**src/rtl/mem_arb_pkg.sv**
```systemverilog
// Shared types and constants for the two-port memory arbiter.
package mem_arb_pkg;

   typedef enum logic [1:0] {
      IDLE = 2'd0,
      BUSY = 2'd1,
      RESP = 2'd2
   } state_t;

   typedef logic port_t;

   localparam port_t PORT_I = 1'b0;
   localparam port_t PORT_D = 1'b1;

   localparam int unsigned TIMEOUT_DEF = 15;

endpackage

```
**src/rtl/arb_rr2.sv**
```systemverilog
// Two-way round-robin grant: a lone request wins, a tie goes to the port not granted last.
module arb_rr2
   import mem_arb_pkg::*;
(
   input  logic  req_i,
   input  logic  req_d,
   input  port_t last_grant,
   output port_t grant
);

   always_comb begin
      if (req_i && req_d) begin
         grant = (last_grant == PORT_D) ? PORT_I : PORT_D;
      end else if (req_d) begin
         grant = PORT_D;
      end else begin
         grant = PORT_I;
      end
   end

endmodule

```
**src/rtl/mem_arbiter.sv**
```systemverilog
// Arbitrates an instruction-fetch port and a data port onto one memory interface,
// one access at a time, with a wait-cycle timeout that aborts stalled accesses.
//
//   state | meaning
//   IDLE  | no access in flight, arbitrate on incoming requests
//   BUSY  | strobe asserted with latched address/data, waiting for mem_ready
//   RESP  | one-cycle ack to the granted port, err reports a timeout
module mem_arbiter
   import mem_arb_pkg::*;
#(
   parameter int unsigned TIMEOUT = TIMEOUT_DEF
) (
   input  logic        clk,
   input  logic        rst,
   input  logic        i_req,
   input  logic [31:0] i_addr,
   output logic        i_ack,
   output logic [31:0] i_rdata,
   input  logic        d_req,
   input  logic        d_we,
   input  logic [31:0] d_addr,
   input  logic [31:0] d_wdata,
   output logic        d_ack,
   output logic [31:0] d_rdata,
   output logic        err,
   output logic        mem_rd,
   output logic        mem_wr,
   output logic [31:0] mem_addr,
   output logic [31:0] mem_wdata,
   input  logic [31:0] mem_rdata,
   input  logic        mem_ready
);

   localparam logic [7:0] TO_CNT = TIMEOUT[7:0];

   state_t      state_q, state_d;
   port_t       port_q, port_d;
   port_t       last_grant_q, last_grant_d;
   logic        we_q, we_d;
   logic [31:0] addr_q, addr_d;
   logic [31:0] wdata_q, wdata_d;
   logic [7:0]  cnt_q, cnt_d;
   logic        mem_rd_q, mem_rd_d;
   logic        mem_wr_q, mem_wr_d;
   logic        i_ack_q, i_ack_d;
   logic        d_ack_q, d_ack_d;
   logic        err_q, err_d;
   logic [31:0] i_rdata_q, i_rdata_d;
   logic [31:0] d_rdata_q, d_rdata_d;
   port_t       grant;

   arb_rr2 u_arb (
      .req_i      (i_req),
      .req_d      (d_req),
      .last_grant (last_grant_q),
      .grant      (grant)
   );

   always_comb begin
      state_d      = state_q;
      port_d       = port_q;
      last_grant_d = last_grant_q;
      we_d         = we_q;
      addr_d       = addr_q;
      wdata_d      = wdata_q;
      cnt_d        = cnt_q;
      mem_rd_d     = 1'b0;
      mem_wr_d     = 1'b0;
      i_ack_d      = 1'b0;
      d_ack_d      = 1'b0;
      err_d        = 1'b0;
      i_rdata_d    = i_rdata_q;
      d_rdata_d    = d_rdata_q;
      case (state_q)
         IDLE: begin
            if (i_req || d_req) begin
               state_d      = BUSY;
               port_d       = grant;
               last_grant_d = grant;
               we_d         = (grant == PORT_D) && d_we;
               addr_d       = (grant == PORT_D) ? d_addr : i_addr;
               wdata_d      = (grant == PORT_D) ? d_wdata : 32'd0;
               cnt_d        = 8'd0;
               mem_rd_d     = !we_d;
               mem_wr_d     = we_d;
            end
         end
         BUSY: begin
            // mem_ready wins over a timeout landing on the same cycle
            if (mem_ready) begin
               state_d = RESP;
               i_ack_d = (port_q == PORT_I);
               d_ack_d = (port_q == PORT_D);
               if (!we_q) begin
                  if (port_q == PORT_I) begin
                     i_rdata_d = mem_rdata;
                  end else begin
                     d_rdata_d = mem_rdata;
                  end
               end
            end else if (cnt_q + 8'd1 == TO_CNT) begin
               state_d = RESP;
               cnt_d   = cnt_q + 8'd1;
               i_ack_d = (port_q == PORT_I);
               d_ack_d = (port_q == PORT_D);
               err_d   = 1'b1;
            end else begin
               cnt_d    = cnt_q + 8'd1;
               mem_rd_d = mem_rd_q;
               mem_wr_d = mem_wr_q;
            end
         end
         RESP: begin
            state_d = IDLE;
         end
         default: begin
            state_d = IDLE;
         end
      endcase
   end

   always_ff @(posedge clk or posedge rst) begin
      if (rst) begin
         state_q      <= IDLE;
         port_q       <= PORT_I;
         last_grant_q <= PORT_D;
         we_q         <= 1'b0;
         addr_q       <= 32'd0;
         wdata_q      <= 32'd0;
         cnt_q        <= 8'd0;
         mem_rd_q     <= 1'b0;
         mem_wr_q     <= 1'b0;
         i_ack_q      <= 1'b0;
         d_ack_q      <= 1'b0;
         err_q        <= 1'b0;
         i_rdata_q    <= 32'd0;
         d_rdata_q    <= 32'd0;
      end else begin
         state_q      <= state_d;
         port_q       <= port_d;
         last_grant_q <= last_grant_d;
         we_q         <= we_d;
         addr_q       <= addr_d;
         wdata_q      <= wdata_d;
         cnt_q        <= cnt_d;
         mem_rd_q     <= mem_rd_d;
         mem_wr_q     <= mem_wr_d;
         i_ack_q      <= i_ack_d;
         d_ack_q      <= d_ack_d;
         err_q        <= err_d;
         i_rdata_q    <= i_rdata_d;
         d_rdata_q    <= d_rdata_d;
      end
   end

   assign i_ack     = i_ack_q;
   assign d_ack     = d_ack_q;
   assign err       = err_q;
   assign i_rdata   = i_rdata_q;
   assign d_rdata   = d_rdata_q;
   assign mem_rd    = mem_rd_q;
   assign mem_wr    = mem_wr_q;
   assign mem_addr  = addr_q;
   assign mem_wdata = wdata_q;

endmodule

```
**config.mk**
```make
export PLATFORM = sky130hd
export DESIGN_NAME = mem_arbiter
export DESIGN_NICKNAME = d
export VERILOG_FILES = /design/src/rtl/mem_arb_pkg.sv /design/src/rtl/arb_rr2.sv /design/src/rtl/mem_arbiter.sv
export SDC_FILE = /design/constraint.sdc
export NUM_CORES = 1
export LEC_CHECK = 0
export CORE_MARGIN = 2
export CORE_UTILIZATION = 45
export DETAILED_ROUTE_END_ITERATION = 7
export PLACE_DENSITY = 0.87
export SYNTH_ARGS = -nofsm -noshare
export SYNTH_HDL_FRONTEND = slang
export SYNTH_SLANG_ARGS = --single-unit
```
**constraint.sdc**
```tcl
create_clock -name clk -period 10.47 [get_ports clk]
set_clock_uncertainty 0.2 [all_clocks]
set_input_delay 2.094 -clock clk [delete_from_list [all_inputs] [get_ports clk]]
set_output_delay 2.094 -clock clk [all_outputs]
set_load 0.05 [all_outputs]
```
Word level (Yosys, flattened, before mapping)
Index checks and enable logic that the tools add are counted.
{ "classes": {"eq_ne": 5, "n_mux": 27, "reduce_logical": 11, "add_sub_neg": 1, "n_bitwise": 2} }
{ "op_table": {"columns": ["operator", "count"], "rows": [
  ["$mux W32", 2],
  ["$mux W1", 16],
  ["$mux W8", 2],
  ["$pmux W8 S2", 1],
  ["$add A8 B1 Y8 const B", 1],
  ["$eq A8 B4 Y1 const B", 1],
  ["$reduce_and A4 Y1", 2],
  ["$mux W2", 3],
  ["$ne A2 B2 Y1 const B", 2],
  ["$pmux W1 S2", 2],
  ["$pmux W2 S2", 1],
  ["$reduce_and A2 Y1", 2],
  ["$ne A3 B3 Y1 const B", 1],
  ["$reduce_and A3 Y1", 1],
  ["$eq A2 B1 Y1 const B", 1],
  ["$logic_and A1 B1 Y1", 2],
  ["$logic_not A2 Y1", 1],
  ["$not A1 Y1", 2],
  ["$reduce_bool A2 Y1", 1],
  ["$logic_not A1 Y1", 1],
  ["$logic_or A1 B1 Y1", 1]
]} }
{ "word_totals": {"regBits": 146, "inputBits": 134} }

Depth between registers and ports, before layout
{ "logic_depth": {"depth_word": 6, "depth_mapped": 6, "depth_no_buf": 5} }

Cells and area by module
Synthesis repeated with hierarchy kept, for this count alone.
{ "hier_totals": {"cells_unflattened": 505, "area_unflattened_um2": 5967.0} }
{ "modules_own_cells": {"columns": ["mod", "cells_each", "seq_area_each_um2", "area_per_inst_um2", "n_inst"], "rows": [
  ["mem_arbiter", 504, 3654.8, 5955.7, 1],
  ["arb_rr2", 1, 0.0, 11.3, 1]
]} }

Worst setup path before layout
No wires, ideal clock.
{ "synth_path": {"path_type": "input to register", "from": "in mem_ready", "to": "reg cnt_q[7]", "path_slack_ns": 7.026, "path_stages": 4, "arrival_time_ns": 3.123, "setup_time_ns": 0.120, "path_cell_list": "or3b_2 o21a_1 o21a_1 a31o_2"} }
{ "synth_via": {"elab_chain_cells": 2} }
{ "synth_rtl": {"columns": ["item", "line", "text"], "rows": [
  ["start: declaration", "mem_arbiter.sv:31", "input logic mem_ready"],
  ["$ne A2 B2 Y1 (no line)", null, null],
  ["$reduce_and A3 Y1 (no line)", null, null],
  ["end signal: assignment", "mem_arbiter.sv:145", "cnt_q <= cnt_d;"],
  ["end: declaration", "mem_arbiter.sv:42", "logic [7:0] cnt_q, cnt_d;"]
]} }
Every way passes these cells.
A chain may end at the register's enable or synchronous reset.

Worst setup path after layout
{ "layout_path": {"from": "in d_req", "to": "reg mem_wr_q, in the netlist mem_wr"} }
{ "layout_via": {"elab_chain_cells": 5, "word_cells_on_any_way": 7} }
{ "layout_rtl": {"columns": ["item", "line", "text"], "rows": [
  ["start: declaration", "mem_arbiter.sv:19", "input logic d_req,"],
  ["$mux W1 / $logic_and A1 B1 Y1 (equally long branches)", "arb_rr2.sv:14, arb_rr2.sv:12", null],
  ["$mux W1", "arb_rr2.sv:12", "if (req_i && req_d) begin"],
  ["$logic_and A1 B1 Y1", "mem_arbiter.sv:80", "we_d = (grant == PORT_D) && d_we;"],
  ["$mux W1 (*)", "mem_arbiter.sv:76", "if (i_req || d_req) begin"],
  ["$pmux W1 S2 (*)", "mem_arbiter.sv:74", "case (state_q)"],
  ["end signal: assignment", "mem_arbiter.sv:147", "mem_wr_q <= mem_wr_d;"],
  ["end: declaration", "mem_arbiter.sv:44", "logic mem_wr_q, mem_wr_d;"]
]} }
Every way passes the cells marked *; elsewhere a longest branch is shown, timed or not.

==> metrics <==
row count=41; Antenna Nets Post-Route=0; Synth area leader=dfrtp_1; fin nets=842; Syn Area/Cell=13.3 um^2; I/O pin total=267; H-tree Lvls=4; Die Wd=119 um; RSZ-0062 raised after global routing=no; leading post-synthesis cells by cell area=dfrtp_1 (61%), mux2_2 (11%), mux2i_1 (5.4%); met2 Track Usage GR=0.376; total power=3.43 mW; reg2reg path depth=5; HP Class=reg2reg; worst-path maximum fanout=36; final setup margin=5.96 ns; kind of start point of the critical path=primary input; Synth top area share=0.613; clock buffer depth=2; Clock transition at path regs=0.05 ns; Final GP Congestion=0.793; ANT cells=0; met1 Resource Use GR=0.266; status=finished, final reports clean; TritonCTS Buffers=17; endpoints failing setup=0; r2r startpoint=last_grant_q; clk root buf=clkbuf_16; global-route wire length before repair=24.1 mm; Max Fclk=roughly 220 MHz; WL per Instance=17.2 um; critical path data required time=10.61 ns; post-route cell area=between 9000 and 10,000 um^2; CTS tree=yes; Starting DRT DRC Count=a little over 200; Post-CTS Hold Buffers=0; Clock Latency Late Sink=approximately 0.40 ns; Core Area=12,700 um^2; final wirelength=between 15 and 20 mm; number of global-route vias before repair=between 4,000 and 5,000; Distinct cells, synth=42; Post-Syn Area=5920 um^2; CP Capture Type=flip-flop; Port Buf Inserts=266; most common cell after layout, fill and taps aside=clkdlybuf4s50_1; Setup CP Type=in2reg; Die ar.=14,100 um^2; initial cell density of the core=0.465; Worst VDD drop=between 150 and 200 uV; DR DRC count=0; Via density=5.00; Setup Fix Bufs, Post-CTS=0; area of the multi-input gates=2120 um^2; Worst-Margin Slew=1.23 ns; Syn Inst Count=444; layout cells sized above 1=0.148; GRT Overall Usage=0.220; most frequent cells in the layout=clkdlybuf4s50_1 (266), dfrtp_1 (145), mux2_2 (57), nand2_1 (42), o21ai_0 (42); GR Util met3=0.0767; worst r2r dst=mem_wr; CP cell instances=clkdlybuf4s50_1 -> a21boi_4 -> buf_4 -> and2_1 -> a32o_1 -> a21o_2; Place WS=around 5.6 ns; Slew HR=0.180; Post-Syn Nets=580; gr ovfl total=0; Post-CTS Resized=0; hold path endpoint=mem_addr[8]; max_cap viols=0; Core Util, Final=0.732; final hold vios=0; die height=119 um; grt peak-use layer=met2; DP HPWL=11.4 mm; hold path depth=2; clock sinks=between 100 and 150; DR vias=about 4,400; largest net degree at the start of global routing=slightly above 100; hold_sp=mem_addr[8]; Period Utilization, post-route=0.431; critical path arrival=4.65 ns; #FFs+latches synth=146; r2r setup slk=a little under 8 ns; post-synthesis sequential area ratio=0.617; DP Area=8710 um^2; synthesis warning total=0; max-slew violation count=0; static leakage=a little over 4 nW; Slowest-stage cell, CP=and2_1; power per cell area=368 nW/um^2; dpl cells=859; minimum clock period after layout=4.51 ns; non-filler cells, final=889; First-pass DRT Iterations=4; Layout area overhead=57.3%; setup TNS=0 ns; worst hold slack=0.278 ns; Fillers=857; crit-path max cell delay=~1.0 ns; initial antenna violation count=0; FF/Latch Area=3650 um^2
-- cells by family after synthesis --
| group | synth area share |
|---|---|
| xor+xnor | 0.00444 |
| mux | 0.176 |
| simple gates | 0.0621 |
| buf+inv | 0.0285 |
| fa+ha+maj | 0.00423 |
| compound gates | 0.108 |
| flops | 0.617 |
-- state kept, by name, summed over array words and instances, names as in the netlist --
| signal | count |
|---|---|
| cnt_q | 8 |
| we_q | 1 |
| mem_addr | 32 |
| d_ack | 1 |
| i_rdata | 32 |
| state_q | 2 |
| mem_rd | 1 |
| mem_wdata | 32 |
| mem_wr | 1 |
| i_ack | 1 |
| last_grant_q | 1 |
| err | 1 |
| port_q | 1 |
| d_rdata | 32 |
-- cell type report --
cell class,instances,area share
Clock buffer,22,0.0520
Timing Repair Buffer,271,0.290
Tap cell,172,0.0231
Inverter,3,0.00175
Sequential cell,146,0.392
Multi-Input combinational cell,267,0.228
Clock inverter,8,0.0134
-- where the power goes --
part | internal (mW) | switching, mW
logic | 0.654 | 1.19
clock network | 0.398 | 0.217
registers | 0.817 | 0.148
-- critical path, delay by kind of cell --
family | cells | cell delay [ns]
simple gates | 1 | 1.04
buf+inv | 2 | 1.01
compound gates | 3 | 0.50
-- metal layers --
layer	part of all wire	wire length, um	vias to the layer above
met4	0.011	167	0
met2	0.50	7600	191
li1	-	-	2118
met5	0	0	-
met1	0.42	6360	2126
met3	0.077	1180	14
-- synth_stat cells --
library cell and n:
o21a_1 2, and4_1 1, or2_2 1, and2_1 4
nand3_1 4, nand2_1 42, a21o_2 2, nor2b_1 1
a32o_1 2, nand2b_1 1, a21boi_0 1, nand4b_1 1
buf_2 12, dfstp_2 1, nor4b_4 1, xor2_1 3
mux2_2 57, buf_6 5, a21oi_1 2, and2_0 1
ha_1 2, a31o_2 1, a22o_1 33, o21ai_1 1
or3b_2 1, inv_1 2, clkbuf_1 11, nor3_1 1
or4_1 1, inv_2 1, nor3b_1 1, o31ai_1 3
mux2_1 7, mux2i_1 32, and3_2 3, nand3b_1 2
nor2_1 6, nand3_2 1, o21ai_0 42, a21o_1 3
o31a_1 1, dfrtp_1 145
-- worst max-delay path by stage --
stage | endpoint | cells past startpoint | startpoint
after floorplan | cnt_q[0] | 1 | rst
after global placement | mem_wr | 6 | d_req
after detailed placement | mem_wr | 6 | d_req
after CTS | mem_wr | 6 | d_req
after global routing | mem_wr | 6 | d_req
final | mem_wr | 6 | d_req
(Power assumes the default switching activity.)
